[src/rtl/sr_pulse_driver.sv]
// Debounced push-button front end driving fixed-width active-low set/reset pulses into an SR latch.
// Optional post-pulse holdoff gap enabled by defining SR_PULSE_DRIVER_HOLDOFF_EN.
module sr_pulse_driver #(
  parameter int unsigned DEBOUNCE_CYCLES = 16,
  parameter int unsigned PULSE_CYCLES    = 4
) (
  input  logic clk,
  input  logic rst_n,
  input  logic btn_set,
  input  logic btn_reset,
  output logic set_n,
  output logic reset_n,
  output logic busy,
  output logic conflict
);

  localparam int unsigned DbW = $clog2(DEBOUNCE_CYCLES + 1);
  localparam int unsigned PwW = $clog2(PULSE_CYCLES + 1);
  localparam logic [DbW-1:0] DbLast = DbW'(DEBOUNCE_CYCLES - 1);
  localparam logic [PwW-1:0] PwLast = PwW'(PULSE_CYCLES - 1);

`ifdef SR_PULSE_DRIVER_HOLDOFF_EN
  typedef enum logic [1:0] {StIdle, StSetPulse, StResetPulse, StHoldoff} state_e;
`else
  typedef enum logic [1:0] {StIdle, StSetPulse, StResetPulse} state_e;
`endif

  // Channel index 0 is set, 1 is reset.
  logic [1:0]     sync1_q, sync2_q;
  logic [1:0]     level_q, level_d, level_prev_q;
  logic [DbW-1:0] db_cnt_q [2];
  logic [DbW-1:0] db_cnt_d [2];

  state_e         state_q, state_d;
  logic [PwW-1:0] pulse_cnt_q, pulse_cnt_d;
  logic           conflict_d, set_n_d, reset_n_d;
  logic           ev_set, ev_reset;

  // A level toggles once the synchronised input has disagreed with it for DEBOUNCE_CYCLES samples.
  always_comb begin
    for (int i = 0; i < 2; i++) begin
      level_d[i]  = level_q[i];
      db_cnt_d[i] = '0;
      if (sync2_q[i] != level_q[i]) begin
        if (db_cnt_q[i] == DbLast) begin
          level_d[i] = ~level_q[i];
        end else begin
          db_cnt_d[i] = db_cnt_q[i] + DbW'(1);
        end
      end
    end
  end

  assign ev_set   = level_q[0] & ~level_prev_q[0];
  assign ev_reset = level_q[1] & ~level_prev_q[1];

  always_comb begin
    state_d     = state_q;
    pulse_cnt_d = pulse_cnt_q;
    conflict_d  = 1'b0;
    unique case (state_q)
      StIdle: begin
        pulse_cnt_d = '0;
        if (ev_set && ev_reset) begin
          conflict_d = 1'b1;
        end else if (ev_set) begin
          state_d = StSetPulse;
        end else if (ev_reset) begin
          state_d = StResetPulse;
        end
      end
      StSetPulse, StResetPulse: begin
        if (pulse_cnt_q == PwLast) begin
          pulse_cnt_d = '0;
`ifdef SR_PULSE_DRIVER_HOLDOFF_EN
          state_d     = StHoldoff;
`else
          state_d     = StIdle;
`endif
        end else begin
          pulse_cnt_d = pulse_cnt_q + PwW'(1);
        end
      end
`ifdef SR_PULSE_DRIVER_HOLDOFF_EN
      StHoldoff: begin
        if (pulse_cnt_q == PwLast) begin
          pulse_cnt_d = '0;
          state_d     = StIdle;
        end else begin
          pulse_cnt_d = pulse_cnt_q + PwW'(1);
        end
      end
`endif
      default: begin
        state_d     = StIdle;
        pulse_cnt_d = '0;
      end
    endcase
    // Outputs follow the next state so the pulse edge coincides with the state change.
    set_n_d   = (state_d != StSetPulse);
    reset_n_d = (state_d != StResetPulse);
  end

  always_ff @(posedge clk) begin
    if (!rst_n) begin
      sync1_q      <= '0;
      sync2_q      <= '0;
      level_q      <= '0;
      level_prev_q <= '0;
      db_cnt_q[0]  <= '0;
      db_cnt_q[1]  <= '0;
      state_q      <= StIdle;
      pulse_cnt_q  <= '0;
      conflict     <= 1'b0;
      set_n        <= 1'b1;
      reset_n      <= 1'b1;
    end else begin
      sync1_q      <= {btn_reset, btn_set};
      sync2_q      <= sync1_q;
      level_q      <= level_d;
      level_prev_q <= level_q;
      db_cnt_q[0]  <= db_cnt_d[0];
      db_cnt_q[1]  <= db_cnt_d[1];
      state_q      <= state_d;
      pulse_cnt_q  <= pulse_cnt_d;
      conflict     <= conflict_d;
      set_n        <= set_n_d;
      reset_n      <= reset_n_d;
    end
  end

  assign busy = (state_q != StIdle);

endmodule

[config.mk]
export PLATFORM = sky130hd
export DESIGN_NAME = sr_pulse_driver
export DESIGN_NICKNAME = d
export VERILOG_FILES = /design/src/rtl/sr_pulse_driver.sv
export SDC_FILE = /design/constraint.sdc
export NUM_CORES = 1
export LEC_CHECK = 0
export CORE_MARGIN = 5
export CORE_UTILIZATION = 50
export CTS_CLUSTER_DIAMETER = 50
export DETAILED_ROUTE_END_ITERATION = 10
export DONT_BUFFER_PORTS = 1
export PLACE_DENSITY = 0.7
export SLEW_MARGIN = 20
export SYNTH_ARGS = -nofsm -noshare
export SYNTH_HDL_FRONTEND = slang
export SYNTH_SLANG_ARGS = --single-unit
[constraint.sdc]
create_clock -name clk -period 2.2 [get_ports clk]
set_input_delay 0.22 -clock clk [delete_from_list [all_inputs] [get_ports clk]]
set_output_delay 0.22 -clock clk [all_outputs]
set_load 0.05 [all_outputs]
======== After elaboration in Yosys (flattened, before gate mapping) ========
Memory sizes are Yosys's and may differ from the RTL's.
Cells that the tools add are included.
cells by class
  add/subtract/negate cells ............... 3
  reductions and logical operators ........ 8
  muxes and demuxes ....................... 14
  bitwise gates (word level) .............. 10
  eq/ne operators ......................... 9
operators by type and width
  kind                   count
  $mux W5                6
  $add A5 B1 Y5 const B  2
  $eq A5 B4 Y1 const B   2
  $mux W2                4
  $not A1 Y1             6
  $reduce_and A2 Y1      3
  $pmux W2 S2            1
  $add A3 B1 Y3 const B  1
  $eq A3 B2 Y1 const B   1
  $mux W1                3
  $reduce_or A3 Y1       1
  $and A1 B1 Y1          2
  $eq A2 B1 Y1 const B   1
  $eq A2 B2 Y1 const B   1
  $logic_not A2 Y1       1
  $ne A1 B1 Y1           2
  $ne A2 B1 Y1 const B   1
  $ne A2 B2 Y1 const B   1
  $or A1 B1 Y1           2
  $reduce_bool A2 Y1     1
  $reduce_or A2 Y1       1
  $logic_and A1 B1 Y1    1
storage, ports and cells
  memories kept ........................... 1
  flip-flop bits (word level) ............. 16
  input port bits ......................... 4
  memory bits (writable) .................. 10
  output and inout bits ................... 4
memories
  memory    words  width  rd ports  clocked after memory_dff  wr ports  line  RTL
  db_cnt_q  2      5      2         0                         2         31    logic [DbW-1:0] db_cnt_q [2];

======== Longest topological paths before layout ========
Gate-level depths: netlist of run 1.
  depth in word-level cells ............... 7
  mapped depth ............................ 6
  depth with buffers taken out ............ 6

======== Worst setup path after synthesis of run 1 ========
No wires, ideal clock.
  path type ............................... register to register
  start ................................... register state_q[0]
  end ..................................... register reset_n
  data arrival time ....................... 1.552 ns
  path buffers ............................ 0
  period minus slack after synthesis ...... 1.671 ns
  cell stages (with the launch flop) ...... 7
  data required time ...................... 2.081 ns
  path slack .............................. 0.529 ns
  cells stage by stage .................... dfxtp_1 inv_1 ha_1 inv_2 or4_1 a21oi_1 o21ai_1
on the way
  word-level cells in the longest chain between the ends .. 5
  elaborated cells on any way between the ends .. 10
  those cells by class .................... 3 x eq/ne; 5 x mux; 2 x reduce/logical
RTL lines
  element                 line  RTL
  start, declared         34    state_e state_q, state_d;
  start signal, assigned  112   state_q <= StIdle;
  start signal, assigned  124   state_q <= state_d;
  $mux W2                 68    end else if (ev_reset) begin
  $mux W2                 66    end else if (ev_set) begin
  $mux W2                 64    if (ev_set && ev_reset) begin
  $pmux W2 S2 *           61    unique case (state_q)
  $ne A2 B2 Y1 *          101   reset_n_d = (state_d != StResetPulse);
  end signal, assigned    128   reset_n <= reset_n_d;
  end, declared           12    output logic reset_n,
Mark *: on every way between the ends. The rest lies on a longest branch, timed or not.
A chain may end at the register's enable or synchronous reset.

======== Worst setup path in the final report of run 1 ========
Same ends and word-level chain as after synthesis.

==> results of run 1 <==
cell usage after synthesis, drive strengths merged:
cell type	instances	area share, %
o2bb2ai	1	0.86
clkbuf	1	0.37
xnor2	2	1.7
nand2	5	1.8
nor4	1	0.62
inv	8	3.0
or2b	1	0.86
a21oi	1	0.49
nor3	4	2.0
ha	8	9.9
nor2b	4	2.5
nor2	13	4.8
o21ai	1	0.49
nand3	4	2.0
xor2	4	3.5
or4	1	0.74
a31oi	2	1.2
o211ai	1	0.74
dfxtp	26	51
and3	3	1.8
and2	6	3.7
mux2i	2	2.0
nand2b	2	1.2
a211o	1	0.99
nand3b	2	1.5
area by class of cell:
type | instances | area share (%)
Multi-Input combinational cell | 69 | 43.14
Sequential cell | 26 | 48.77
Clock buffer | 3 | 2.110
Inverter | 8 | 2.814
Tap cell | 27 | 3.165
worst paths after layout:
kind               endpoint  slack [ns]  cells after the start
min              sync1_q[1]        0.03                      1
max reg2reg         reset_n        0.41                      6
max                 reset_n        0.41                      6
min reg2reg  pulse_cnt_q[0]        0.43                      1
per-layer routing:
metal / vias up / wire length [um] / track usage (%)
met4: 0 / 13 / 6.073
li1: 349 / - / -
met1: 305 / 648 / 14.17
met2: 8 / 677 / 18.50
met5: - / 0 / 0
met3: 2 / 54 / 2.413
cells in the final DEF (no fill, tap or decap), types with 2 or more instances in the layout:
| cell | synthesis | layout |
|---|---|---|
| sky130_fd_sc_hd__and3_1 | 3 | 3 |
| sky130_fd_sc_hd__nand2_1 | 5 | 5 |
| sky130_fd_sc_hd__xnor2_1 | 2 | 2 |
| sky130_fd_sc_hd__inv_1 | 7 | 7 |
| sky130_fd_sc_hd__nand3b_1 | 2 | 2 |
| sky130_fd_sc_hd__xor2_1 | 4 | 4 |
| sky130_fd_sc_hd__a31oi_1 | 2 | 2 |
| sky130_fd_sc_hd__dfxtp_1 | 26 | 26 |
| sky130_fd_sc_hd__nor2b_1 | 4 | 4 |
| sky130_fd_sc_hd__mux2i_1 | 2 | 2 |
| sky130_fd_sc_hd__clkbuf_4 | 0 | 3 |
| sky130_fd_sc_hd__nor2_1 | 13 | 13 |
| sky130_fd_sc_hd__and2_1 | 6 | 6 |
| sky130_fd_sc_hd__nand3_1 | 4 | 4 |
| sky130_fd_sc_hd__ha_1 | 8 | 8 |
| sky130_fd_sc_hd__nor3_1 | 4 | 4 |
| sky130_fd_sc_hd__nand2b_1 | 2 | 2 |
power by group through the flow:
stage | sequential, mW | combinational (mW) | clock [mW]
2_1_floorplan | 0.487 | 0.0107 | 0
3_3_place_gp | 0.488 | 0.0102 | 0
3_5_place_dp | 0.488 | 0.0104 | 0
4_1_cts | 0.477 | 0.0105 | 0.199
5_1_grt | 0.478 | 0.0121 | 0.214
6_report | 0.477 | 0.0103 | 0.183
kinds of logic after synthesis:
kind of cell | Yosys count
compound gates | 7
flops | 26
mux | 2
buf+inv | 9
xor+xnor | 6
fa+ha+maj | 8
simple gates | 46
registers in the layout, indices dropped and copies added, names as in the netlist:
register / flops
conflict: 1
set_n: 1
reset_n: 1
pulse_cnt_q: 3
db_cnt_q: 10
level_prev_q: 2
sync1_q: 2
level_q: 2
state_q: 2
sync2_q: 2
critical path: stages (launching register included):
cell and delay, ns:
sky130_fd_sc_hd__dfxtp_1 0.38, sky130_fd_sc_hd__inv_1 0.09, sky130_fd_sc_hd__ha_1 0.29, sky130_fd_sc_hd__inv_2 0.19
sky130_fd_sc_hd__or4_1 0.55, sky130_fd_sc_hd__a21oi_1 0.14, sky130_fd_sc_hd__o21ai_1 0.07
==> impl.org, run 1 <==
** Floorplan
- Floorplan core area :: 0.001942 mm^2
- I/O pins :: 8
- For this configuration, the core starts out at a cell density of 52.26%.
- Floorplan die width :: 55.05 um
- The die covers 0.003031 mm^2.
- The initialized floorplan defines 16 standard-cell rows.
- The die is 55.05 um tall.

** CTS
- Hold buffer count at cts :: 0
- Number of gates given a new drive strength after cts :: 0
- Number of clock sinks :: 26
- TritonCTS created 3 clock buffers.
- Buffers from clock root to sink, at most :: 2
- In this run the number of H-tree levels came out at 1.
- Clock-pin slew was measured on the worst setup and hold paths at 0.12 ns.
- The tree is rooted in a sky130_fd_sc_hd__clkbuf_4.
- CTS tree :: done
- Once the clock tree was built, the setup fixing pass inserted 0 buffers.
- Clock latency on the worst-skew pair :: 0.30 ns

** Power and ir drop
- Summing internal, switching and leakage power gives 0.6706 mW.
- Switching power summed over all nets :: 0.1260 mW
- Power spread over the standard cell area amounts to 628.3 mW/mm^2.
- Per report_power, the sequential group accounts for 71.2% of the total.
- Across the VDD grid, the largest voltage drop is 0.3407 mV.
- Fraction of power spent switching nets :: 18.80%
- Of the total power, the clock network draws 27.3%.
- Internal power summed over all cells :: 0.5445 mW
- Proportion of power drawn by combinational gates :: 1.5%
- LEAKAGE :: 0.4366 nW

** GRT
- The number of antenna violations at the first check in global routing is 0.
- The via count of the first global-routing pass is 601.
- The first global-routing pass estimated 2463 um of wire.
- Remaining global-route overflow :: 0
- Entering global routing, the biggest net connects 15 pins.
- Global routing used 11.44% of the available tracks across all layers.

** Layout
- Final cell utilization of the core :: 54.96%
- Number of diodes :: 0
- Number of cells in the finished layout apart from fillers :: 133
- After routing the design area is 0.001067 mm^2.
- For this run, the post-layout net count is 120.
- Of the cells placed in the final design, the portion with a size suffix greater than 1 is 5.660%.
- Area growth from synthesis to final layout :: 5.178%
- Fill cells in the final layout number 190.
- Area of combinational cells with multiple inputs :: 460.4 um^2
- In the final layout, flip-flops and latches occupy 520.5 um^2.

** Yosys
- Simple-gate share of the synthesized area :: 23.55%
- The average instance in the mapped netlist occupies 9.757 um^2.
- After synthesis the netlist holds a flip-flop and latch count of 26.
- After synthesis, the share of cell area in mux cells is 1.973%.
- After synthesis, the largest family of logic cells by area is simple AND/OR/NAND/NOR gates.
- Summing the areas of all compound-gate instances in the mapped netlist gives 4.809% of the synthesized area.
- The synthesized netlist contains 26 unique library cells.
- Counting every instance in the synthesized netlist gives 104.
- Synth Area in XOR/XNOR :: 5.179%
- For this run, the number of Yosys warnings is 0.
- Adder and majority gate portion of the synthesized area :: 9.864%
- Netlist area before placement :: 0.001015 mm^2
- Net count of the mapped netlist :: 116
- Fraction of the yosys area taken by sequential cells :: 51.29%

** Routing
- The final route contains 664 vias.
- The first TritonRoute pass finished after 4 iterations.
- Number of nets still failing antenna checks after routing :: 0
- First-iteration detailed-routing DRC count :: 11
- Post-DR wirelength/cell :: 10.47 um
- After detailed routing, the number of vias per cell comes to 4.992.
- Final wirelength :: 1393 um
- After detailed routing, the number of remaining DRC violations is 0.

** Timing
- For the pin with the worst max-slew slack, the measured transition is 0.4725 ns.
- Counting I/O delays and the setup requirement, the final critical path takes 1.794 ns.
- Worst Hold Slack :: 0.03167 ns
- Relative max-transition margin :: 68.46%
- The worst path meets setup with 0.4057 ns of slack.
- Unrepaired setup endpoints after global routing :: no
- Maximum clock skew at final layout :: 0.001795 ns
- Final Hold Fails :: 0
- After routing, the total negative slack on setup checks comes to 0 ns.
- Total of endpoints with negative setup slack in the final report :: 0
- Highest clock rate :: 0.5573 GHz
- The final critical path takes up 81.56% of the cycle.
- The count of pins over their slew limit was 0.

** Critical path
- The worst setup path is of the reg -> reg kind.
- STA classifies the critical path startpoint as a flip-flop.
- Along the worst path, the maximum fanout reaches 7.
- Arrival time of the worst setup path :: 2.00 ns
- The worst setup path is captured at a flip-flop.
- Critical R2R Launch :: state_q[0]
- At the worst endpoint, the required time is 2.40 ns.
- First element of the critical path :: state_q[0]

** Place
- Post-placement cell count :: 130
- Port buffering added 0 buffers.
- Post-detailed-placement half-perimeter wirelength :: 1072 um
- Post-place instance area :: 0.001045 mm^2
- At the end of routability-driven placement, the weighted congestion stood at 0.7515.
- Timing analysis after detailed placement gives a worst setup slack of 0.4046 ns.

** Job
- The tool flagged a number of max-cap violations equal to 0.

** Hold path
- Launch point of the worst hold path :: rst_n
- The worst hold path belongs to the class in -> reg.

** Run status
- The flow ran to the end, and the final reports show no timing, DRC or antenna violations.
Note: power is estimated with default switching activity, not from simulation.
==> run 2: changes to the inputs <==
Clock period 2.2 ns to 1.7 ns, I/O delays scaled along.
==> impl.org, run 2 (synthesis results as in run 1) <==
** Layout
- Final net count :: 128 (was 120)
- The register with the highest flop count is db_cnt_q (unchanged).
- Leading cell types in the layout, fill and taps excluded :: sky130_fd_sc_hd__dfxtp_1 (26), sky130_fd_sc_hd__nor2_1 (13), sky130_fd_sc_hd__ha_1 (8) (unchanged)
- Biggest regs: db_cnt_q (10), pulse_cnt_q (3) (unchanged).
- The layout cell share with drive strength beyond 1 came to 10.43% (was 5.660%).
- The antenna diode count was 0 (unchanged).
- The final cell utilization of the core came to 59.15% (was 54.96%).
- Area growth from synthesis to final layout :: 13.19% (was 5.178%)
- Number of cells in the finished layout apart from fillers :: 142 (was 133)
- Post-route cell area :: 0.001149 mm^2 (was 0.001067 mm^2)
- Most frequent standard cell in the layout excluding fill and tap cells :: sky130_fd_sc_hd__dfxtp_1 (unchanged)
- The number of fill cells was 182 (was 190).
- The number of flip-flops in the largest register was 10 (unchanged).

** Hold path
- Worst hold path class :: in -> reg (unchanged)
- The hold path startpoint is rst_n (unchanged).

** Place
- The post-placement setup slack came to 0.1584 ns (was 0.4046 ns).
- The area of placed instances came to 0.001082 mm^2 (was 0.001045 mm^2).
- Number of I/O port buffers :: 0 (unchanged)
- Post-placement cell count :: 135 (was 130)
- The detailed placer's ending HPWL is 1198 um (was 1072 um).
- The weighted congestion at the end of routability-driven global placement came to 0.7478 (was 0.7515).

** Power and ir drop
- Largest vdd supply drop :: 0.5033 mV (was 0.3407 mV)
- The areal power density over the cells was 815.3 mW/mm^2 (was 628.3 mW/mm^2).
- LEAKAGE :: 0.4823 nW (was 0.4366 nW)
- Power consumption :: 0.9364 mW (was 0.6706 mW)

** Floorplan
- The starting utilization of the core area came to 52.26% (unchanged).
- Floorplan die width :: 55.05 um (unchanged)
- Die height :: 55.05 um (unchanged)
- The total core area was 0.001942 mm^2 (unchanged).
- I/O pins :: 8 (unchanged)
- Die footprint :: 0.003031 mm^2 (unchanged)
- Cell Rows :: 16 (unchanged)

** Timing
- The count of pins over their slew limit is 0 (unchanged).
- The number of hold violations in the final report was 0 (unchanged).
- Worst Hold Slack :: 0.09874 ns (was 0.03167 ns)
- Relative max-transition margin :: 68.18% (was 68.46%)
- The final critical path time including I/O delays and setup was 1.550 ns (was 1.794 ns).
- The final cycle utilization of the critical path is 91.20% (was 81.56%).
- The measured slew at the worst slew-check pin was 0.4767 ns (was 0.4725 ns).
- Total of endpoints with negative setup slack in the final report :: 0 (unchanged)
- The final-layout setup total negative slack came to 0 ns (unchanged).
- Highest clock rate :: 0.6450 GHz (was 0.5573 GHz)
- Maximum clock skew at final layout :: 0.003581 ns (was 0.001795 ns)
- Unrepaired setup endpoints after global routing: no (unchanged).
- Post-layout worst setup margin :: 0.1497 ns (was 0.4057 ns)

** Critical path
- Critical Path Sink Type :: flip-flop (unchanged)
- Worst reg-to-reg setup slack :: 0.15 ns (was 0.41 ns)
- Number of cells on the worst reg-to-reg path :: 6 (unchanged)
- CP required :: 1.92 ns (was 2.40 ns)
- First element of the critical path :: state_q[0] (unchanged)
- The reg-to-reg critical path endpoint is reset_n (unchanged).
- Maximum fanout along the worst path :: 4 (was 7)
- The data arrival time of the critical path was 1.77 ns (was 2.00 ns).
- The launch point of the worst reg-to-reg path is state_q[0] (unchanged).
- The critical path endpoint is reset_n (unchanged).
- The element type at the critical path start is a flip-flop (unchanged).
- Start-to-end type of the worst setup path :: reg -> reg (unchanged)

** GRT
- GRT Overall Usage :: 13.99% (was 11.44%)
- The maximum number of pins on one net before global-route repair is 15 (unchanged).
- The global-route wire length before repair was 2973 um (was 2463 um).
- The number of antenna violations at the first check in global routing came to 0 (unchanged).
- Via count of the first global-routing pass :: 692 (was 601)
- Remaining global-route overflow :: 0 (unchanged)

** Job
- Number of maximum-capacitance constraint violations :: 0 (unchanged)

** Routing
- The via count of the routed design came to 706 (was 664).
- Final wirelength :: 1588 um (was 1393 um)
- DRC violation count after routing :: 0 (unchanged)
- Vias per cell :: 4.972 (was 4.992)
- Post-DR wirelength/cell :: 11.18 um (was 10.47 um)
- First-iteration detailed-routing DRC count :: 1 (was 11)
- Number of nets still failing antenna checks after routing :: 0 (unchanged)
- The count of TritonRoute iterations in the first routing pass is 2 (was 4).

** CTS
- The CTS tree was done (unchanged).
- Clock edge transition at the registers on the reported setup and hold paths :: 0.13 ns (was 0.12 ns)
- The cell at the root of the clock tree is sky130_fd_sc_hd__clkbuf_4 (unchanged).
- The buffer depth of the longest clock path was 2 (unchanged).
- Number of clock sinks :: 26 (unchanged)
- Number of buffers created by CTS :: 3 (unchanged)
- Clock latency on the worst-skew pair :: 0.31 ns (was 0.30 ns)
- Postcts setup bufs :: 0 (unchanged)
- The maximum level of the CTS H-tree is 1 (unchanged).

** Run status
- Run status: finished clean (unchanged).
## run 2: changes by cell type in the layout (fill, tap and decap cells not counted)
cell	delta
sky130_fd_sc_hd__clkbuf_8	+1
sky130_fd_sc_hd__dlygate4sd3_1	+3
sky130_fd_sc_hd__buf_4	+5
## run 2: how the worst min path moves through the flow
| stage | slack, ns | to | cells past startpoint |
|---|---|---|---|
| 6_report | 0.1 | db_cnt_q[0][6] | 2 |
| 3_3_place_gp | 0.29 | sync1_q[0] | 1 |
| 5_1_grt | 0.10 | db_cnt_q[0][6] | 2 |
| 4_1_cts | 0.09 | db_cnt_q[0][5] | 2 |
| 2_1_floorplan | 0.30 | sync1_q[0] | 1 |
| 3_5_place_dp | 0.30 | sync1_q[0] | 1 |
## run 2: where the power goes
| part | switching (mW) | internal, mW |
|---|---|---|
| sequential | 0.00281 | 0.615 |
| combinational | 0.0101 | 0.0117 |
| clock | 0.166 | 0.131 |
| total | 0.179 | 0.758 |
## run 2: layer usage
layer | GRT usage (%) | up-vias | part of all wire (%)
li1 | - | 369 | -
met1 | 15.71 | 325 | 43
met2 | 24.41 | 8 | 51
met3 | 4.021 | 4 | 3.8
met4 | 6.073 | 0 | 1.6
met5 | 0 | - | 0
## run 2: layout make-up
type	count	area [um^2]	share of cell area [%]
inverters	8	30.03	2.614
clock buffers	4	36.28	3.159
repair buffers	8	67.56	5.882
flip-flops and latches	26	520.5	45.32
multi-input cells	69	460.4	40.09
well taps	27	33.78	2.941
## run 2: worst max-delay path, cell delays in order (launching register included)
cell and delay [ns]:
sky130_fd_sc_hd__dfxtp_1 0.35, sky130_fd_sc_hd__inv_1 0.05, sky130_fd_sc_hd__ha_1 0.28, sky130_fd_sc_hd__nor2b_1 0.17, sky130_fd_sc_hd__or4_1 0.40, sky130_fd_sc_hd__a21oi_1 0.15
sky130_fd_sc_hd__o21ai_1 0.07
## run 2: timing repair
item / in CTS / in global routing
resized for setup: 0 / 0
endpoints found under the hold margin: 12 / 0
hold buffers: 3 / 0
==> run 3: changes to the inputs <==
Clock period 1.7 ns to 1.8 ns, I/O delays scaled along.
==> impl.org, run 3 (synthesis results as in run 1) <==
** Power and ir drop
- Power consumption :: 0.8935 mW (was 0.9364 mW)
- Largest vdd supply drop :: 0.5083 mV (was 0.5033 mV)
- The areal power density over the cells is 795.2 mW/mm^2 (was 815.3 mW/mm^2).
- LEAKAGE :: 0.4641 nW (was 0.4823 nW)

** Routing
- Number of vias in the routed layout :: 694 (was 706)
- Number of nets still failing antenna checks after routing :: 0 (unchanged)
- Post-DR wirelength/cell :: 11.04 um (was 11.18 um)
- The count of TritonRoute iterations in the first routing pass was 4 (was 2).
- First-iteration detailed-routing DRC count :: 6 (was 1)
- Final wirelength :: 1524 um (was 1588 um)
- Vias per cell :: 5.029 (was 4.972)
- DRC violation count after routing :: 0 (unchanged)

** CTS
- The clock edge transition at the registers on the reported setup and hold paths is 0.14 ns (was 0.13 ns).
- The maximum level of the CTS H-tree came to 1 (unchanged).
- Number of buffers created by CTS :: 3 (unchanged)
- The buffer depth of the longest clock path was 2 (unchanged).
- Number of clock sinks :: 26 (unchanged)
- The cell at the root of the clock tree is sky130_fd_sc_hd__clkbuf_4 (unchanged).
- CTS tree :: done (unchanged)
- Clock latency on the worst-skew pair :: 0.32 ns (was 0.31 ns)

** Layout
- Biggest regs: db_cnt_q (10), pulse_cnt_q (3) (unchanged).
- Max reg flops :: 10 (unchanged)
- Top reg by flops :: db_cnt_q (unchanged)
- Leading cell types in the layout, fill and taps excluded :: sky130_fd_sc_hd__dfxtp_1 (24), sky130_fd_sc_hd__nor2_1 (13), sky130_fd_sc_hd__ha_1 (8) (was sky130_fd_sc_hd__dfxtp_1 (26), sky130_fd_sc_hd__nor2_1 (13), sky130_fd_sc_hd__ha_1 (8))
- The layout net count came to 124 (was 128).
- The cell area after layout was 0.001124 mm^2 (was 0.001149 mm^2).
- Number of fill cells in the layout :: 180 (was 182)
- Area of combinational cells with multiple inputs :: 462.9 um^2 (was 460.4 um^2)
- The register cell area after layout came to 523.0 um^2 (was 520.5 um^2).
- The most common cell after layout, fill and taps aside is sky130_fd_sc_hd__dfxtp_1 (unchanged).
- Ratio of cells with drive above 1 in the final layout :: 9.910% (was 10.43%)
- Area growth from synthesis to final layout :: 10.73% (was 13.19%)
- The antenna diode count was 0 (unchanged).
- The final cell utilization of the core came to 57.86% (was 59.15%).

** Critical path
- Delay contributed by the slowest stage of the critical path :: 0.40 ns (about the same)
- CP Launch Type :: flip-flop (unchanged)
- Start-to-end type of the worst setup path :: reg -> reg (unchanged)
- Cell with the largest stage delay on the worst path :: sky130_fd_sc_hd__dfxtp_2 (was sky130_fd_sc_hd__or4_1)
- The endpoint kind of the worst setup timing path is a flip-flop (unchanged).
- Maximum fanout along the worst path :: 7 (was 4)
- Worst reg-to-reg setup slack :: 0.18 ns (was 0.15 ns)
- The required arrival time at the worst endpoint came to 2.03 ns (was 1.92 ns).
- Cells along the critical path :: inv_1 -> ha_1 -> nor2b_2 -> or4_1 -> a21oi_1 -> o21ai_1 (was inv_1 -> ha_1 -> nor2b_1 -> or4_1 -> a21oi_1 -> o21ai_1)
- Arrival time of the worst setup path :: 1.85 ns (was 1.77 ns)

** Place
- The detailed placer's ending HPWL was 1089 um (was 1198 um).
- Gpl congestion :: 0.7797 (was 0.7478)
- Worst setup slack before clock tree synthesis :: 0.1114 ns (was 0.1584 ns)
- Post-place instance area :: 0.001052 mm^2 (was 0.001082 mm^2)
- The count of buffers inserted at the top-level ports came to 0 (unchanged).

** Timing
- Worst-margin pin slew :: 0.4752 ns (was 0.4767 ns)
- Relative max-transition margin :: 68.27% (was 68.18%)
- Post-layout worst setup margin :: 0.1756 ns (was 0.1497 ns)
- Final Hold Fails :: 0 (unchanged)
- The final cycle utilization of the critical path was 90.25% (was 91.20%).
- Unrepaired setup endpoints after global routing :: no (unchanged)
- Total of endpoints with negative setup slack in the final report :: 0 (unchanged)
- Maximum clock skew at final layout :: 0.008643 ns (was 0.003581 ns)
- The final-layout setup total negative slack was 0 ns (unchanged).
- Final max-slew violation count :: 0 (unchanged)
- The top achievable clock speed came to 0.6156 GHz (was 0.6450 GHz).
- Time the final worst path needs with I/O delays and setup :: 1.624 ns (was 1.550 ns)

** Floorplan
- Cell Rows :: 16 (unchanged)
- I/O pins :: 8 (unchanged)
- Die height :: 55.05 um (unchanged)
- Floorplan core area :: 0.001942 mm^2 (unchanged)
- Initial standard-cell utilization of the core :: 52.26% (unchanged)
- Die footprint :: 0.003031 mm^2 (unchanged)
- Floorplan die width :: 55.05 um (unchanged)

** GRT
- First-pass GRT wire length :: 2663 um (was 2973 um)
- Antenna violations before repair :: 0 (unchanged)
- The via count of the first global-routing pass is 649 (was 692).
- Largest net degree at the start of global routing :: 15 (unchanged)
- The total global routing track utilization is 12.42% (was 13.99%).
- Remaining global-route overflow :: 0 (unchanged)

** Job
- The number of maximum-capacitance constraint violations came to 0 (unchanged).

** Run status
- Run status :: finished clean (unchanged)

** Hold path
- The worst min-delay path category is in -> reg (unchanged).
==> run 3: through the flow <==
stage	hold WS, ns	std cells
2_1_floorplan	0.3073	104
6_report	0.009814	138
3_5_place_dp	0.3066	131
5_1_grt	0.003665	138
3_3_place_gp	0.3051	131
4_1_cts	0.0005879	138
==> run 3: final timing paths <==
kind | to | startpoint | cells after the start
worst max register to register | reset_n | state_q[0] | 6
worst min register to register | pulse_cnt_q[0] | pulse_cnt_q[0] | 1
worst max-delay path | reset_n | state_q[0] | 6
worst min-delay path | pulse_cnt_q[1] | rst_n | 1
==> run 3: timing repair <==
item	in CTS	in global routing
buffers inserted	0	0
resized for setup	0	3
hold buffers	3	0
endpoints found under the hold margin	11	0
endpoints found under the setup margin	0	2
==> run 3: power by group <==
group,switching [mW],internal [mW]
clock,0.166,0.124
combinational,0.00947,0.0110
sequential,0.00278,0.581
total,0.178,0.716
==> run 3: area by class of cell <==
| type | count | share of cell area, % |
|---|---|---|
| multi-input combinational | 69 | 41.20 |
| timing repair buffer | 4 | 3.341 |
| clock buffer | 4 | 3.229 |
| inverter | 8 | 2.673 |
| tap | 27 | 3.007 |
| sequential | 26 | 46.55 |
==> run 3: worst max-delay path, delay by kind of cell, from the launching register on <==
family	cells	cell delay (ns)
buf+inv	1	0.07
flops	1	0.40
fa+ha+maj	1	0.28
simple gates	2	0.59
compound gates	2	0.21
==> run 3: per-layer routing <==
metal	vias to the layer above	wire length, um	global-route usage [%]	part of all wire, %
met1	324	679	14.08	45
met3	2	59	2.681	3.9
li1	360	-	-	-
met5	-	0	0	0
met2	8	766	21.26	50
met4	0	19	7.287	1.2
==> patch: new RTL, flow settings as in run 3 <==
Set the parameter `DEBOUNCE_CYCLES` to 32 (it was 16).
--- a/src/rtl/sr_pulse_driver.sv
+++ b/src/rtl/sr_pulse_driver.sv
@@ -2,5 +2,5 @@
 // Optional post-pulse holdoff gap enabled by defining SR_PULSE_DRIVER_HOLDOFF_EN.
 module sr_pulse_driver #(
-  parameter int unsigned DEBOUNCE_CYCLES = 16,
+  parameter int unsigned DEBOUNCE_CYCLES = 32,
   parameter int unsigned PULSE_CYCLES    = 4
 ) (
Formal check against the unedited RTL: same outputs for any inputs over 10 cycles, from zero or initial values and one cycle with rst_n low; that may be too few to reach the edited logic, so the function may still have changed.
==> patch against run 3 <==
Total power down 0.42%. Area after synthesis increased by 11%. Count of clock-buffer cells in the layout shrank 1. Sequential share of layout area down 0.50 points. Sequential cell count rose by 2. Largest power group unchanged. Critical path type unchanged. Fmax decreased by 1.6%. Routed wire length is 10% higher. Setup slack got worse by 0.026 ns. First-iteration DRC count is 100% higher. Cell area is 8.4% higher. Die area grew 8.9%. Clock power shrank 16%.
==> patch: results (changes against run 3) <==
<table>
<tr><th>Metric</th><th>Value</th></tr>
<tr><th colspan="2">Placed design</th></tr>
<tr><td>Post-DP HPWL</td><td>1.242 mm (+14%)</td></tr>
<tr><td>Routability-driven placement congestion ratio</td><td>0.7439 (-4.6%)</td></tr>
<tr><th colspan="2">Status</th></tr>
<tr><td>Outcome</td><td>complete, no violations</td></tr>
<tr><th colspan="2">Global route</th></tr>
<tr><td>Vias in the first global route</td><td>728 (+12%)</td></tr>
<tr><td>Total GRT Usage</td><td>0.1136 (-0.01059)</td></tr>
<tr><th colspan="2">STA</th></tr>
<tr><td>Least-Margin Pin Slew</td><td>0.4827 ns (+0.007512 ns)</td></tr>
<tr><td>Worst clock skew on the final layout</td><td>0.007125 ns (-0.001517 ns)</td></tr>
<tr><td>Setup WS post-layout</td><td>0.1499 ns (-0.02563 ns)</td></tr>
<tr><th colspan="2">Critical path</th></tr>
<tr><td>Critical Path End</td><td>set_n</td></tr>
<tr><td>Largest stage delay, worst path</td><td>0.42 ns (+0.02 ns)</td></tr>
<tr><td>Slowest cell on the critical path</td><td>dfxtp_1</td></tr>
<tr><td>Worst reg2reg setup slack</td><td>0.15 ns (-0.03 ns)</td></tr>
<tr><td>Peak fanout along the critical path</td><td>8 (+1)</td></tr>
<tr><td>Number of cells on the worst reg-to-reg path</td><td>7 (+1)</td></tr>
<tr><td>Largest delay contributor family on the critical path</td><td>compound AO/OA/AOI/OAI gates</td></tr>
<tr><th colspan="2">Pwr</th></tr>
<tr><td>IR drop worst, VDD</td><td>430.4 uV (-15%)</td></tr>
<tr><td>Net Switching</td><td>0.0001766 W (-0.71%)</td></tr>
<tr><td>Cell leakage power</td><td>0.4594 nW (-1.0%)</td></tr>
<tr><th colspan="2">Synthesis</th></tr>
<tr><td>Most frequent cells after synthesis</td><td>28 x dfxtp_1, 14 x nor2_1</td></tr>
<tr><td>Number of distinct library cells after synthesis</td><td>31 (+19%)</td></tr>
<tr><td>Seq/Total Area, Yosys</td><td>0.4978 (-0.01517)</td></tr>
<tr><td>Post-Synthesis Net Count</td><td>123 (+6.0%)</td></tr>
<tr><td>Cell types with the largest area share after synthesis</td><td>dfxtp_1 50%, ha_1 6.7%, nor2_1 4.7%</td></tr>
<tr><th colspan="2">Layout</th></tr>
<tr><td>Final nets</td><td>131 (+5.6%)</td></tr>
<tr><td>Largest registers</td><td>db_cnt_q: 12 flops, pulse_cnt_q: 3 flops</td></tr>
<tr><td>Layout fillers</td><td>220 (+22%)</td></tr>
<tr><td>Fraction of final layout cells sized beyond drive strength 1</td><td>0.1176 (+0.01855)</td></tr>
<tr><th colspan="2">Routing</th></tr>
<tr><td>Total detailed-routing wirelength</td><td>1.684 mm (+10%)</td></tr>
<tr><td>Overall via count from detail_route</td><td>747 (+7.6%)</td></tr>
<tr><td>Iteration-0 DRC count of the detailed router</td><td>12 (+6)</td></tr>
<tr><th colspan="2">Worst hold path</th></tr>
<tr><td>Number of stages on the worst hold path</td><td>2 (+1)</td></tr>
</table>
-- patch: what timing repair did --
item / CTS / global route
gates resized for setup: 0 / 0
hold buffers: 3 / 0
setup endpoints to repair: 0 / 0
hold endpoints to repair: 12 / 0
setup buffers: 0 / 0
-- patch: cells by family (layout without fill, tap and decap cells) --
family,after synthesis,after routing,share of synthesized area
simple gates,45,45,0.2178
flops,28,28,0.4978
fa+ha+maj,6,6,0.06666
compound gates,15,15,0.09888
buf+inv,8,14,0.03000
xor+xnor,8,8,0.06222
mux,3,3,0.02667
-- patch: layout make-up --
cell class                      count  area share
Inverter                            6     0.01850
Tap cell                           28     0.02878
Sequential cell                    28      0.4604
Multi-Input combinational cell     77      0.4368
Timing Repair Buffer                5     0.03700
Clock buffer                        3     0.01850
-- patch: layer usage --
metal  vias up  share of wire  global-route usage  routed length, um
met4         0          0.014             0.06954                 23
met2        10           0.51              0.2065                856
met1       341           0.44              0.1193                743
li1        394              -                   -                  -
met5         -              0                   0                  0
met3         2          0.036             0.02036                 61
-- patch: power by group through the flow --
stage               sequential [W]  combinational (W)  clock (W)
global placement          0.000642          0.0000103          0
CTS                       0.000628          0.0000184   0.000259
finish                    0.000628          0.0000181   0.000244
floorplan                 0.000641          0.0000111          0
global route              0.000629          0.0000205   0.000279
detailed placement        0.000642          0.0000104          0
-- patch: worst register-to-register path, cell delays in order (launching register included) --
cell and delay (ns):
dfxtp_1 0.42, inv_1 0.09, ha_1 0.27, nor2b_1 0.11, buf_4 0.15, o21ai_0 0.09
a211oi_2 0.26, o221ai_1 0.14
-- patch: stage by stage --
stage	std cells	hold WS (ns)	cell area (um2)	util
global route	147	0.03628	1217	0.5557
CTS	147	0.02195	1217	0.5557
finish	147	0.04039	1217	0.5557
global placement	141	0.3053	1165	0.5317
detailed placement	141	0.3088	1165	0.5317
floorplan	113	0.3073	1126	-
-- patch: worst min path at each step --
stage                     startpoint              end  slack, ns
after floorplan              btn_set       sync1_q[0]       0.31
after global placement         rst_n       sync1_q[0]       0.31
after detailed placement       rst_n       sync1_q[0]       0.31
after CTS                      rst_n  db_cnt_q[0][11]       0.02
after global routing           rst_n       state_q[0]       0.04
final                          rst_n  db_cnt_q[0][11]       0.04
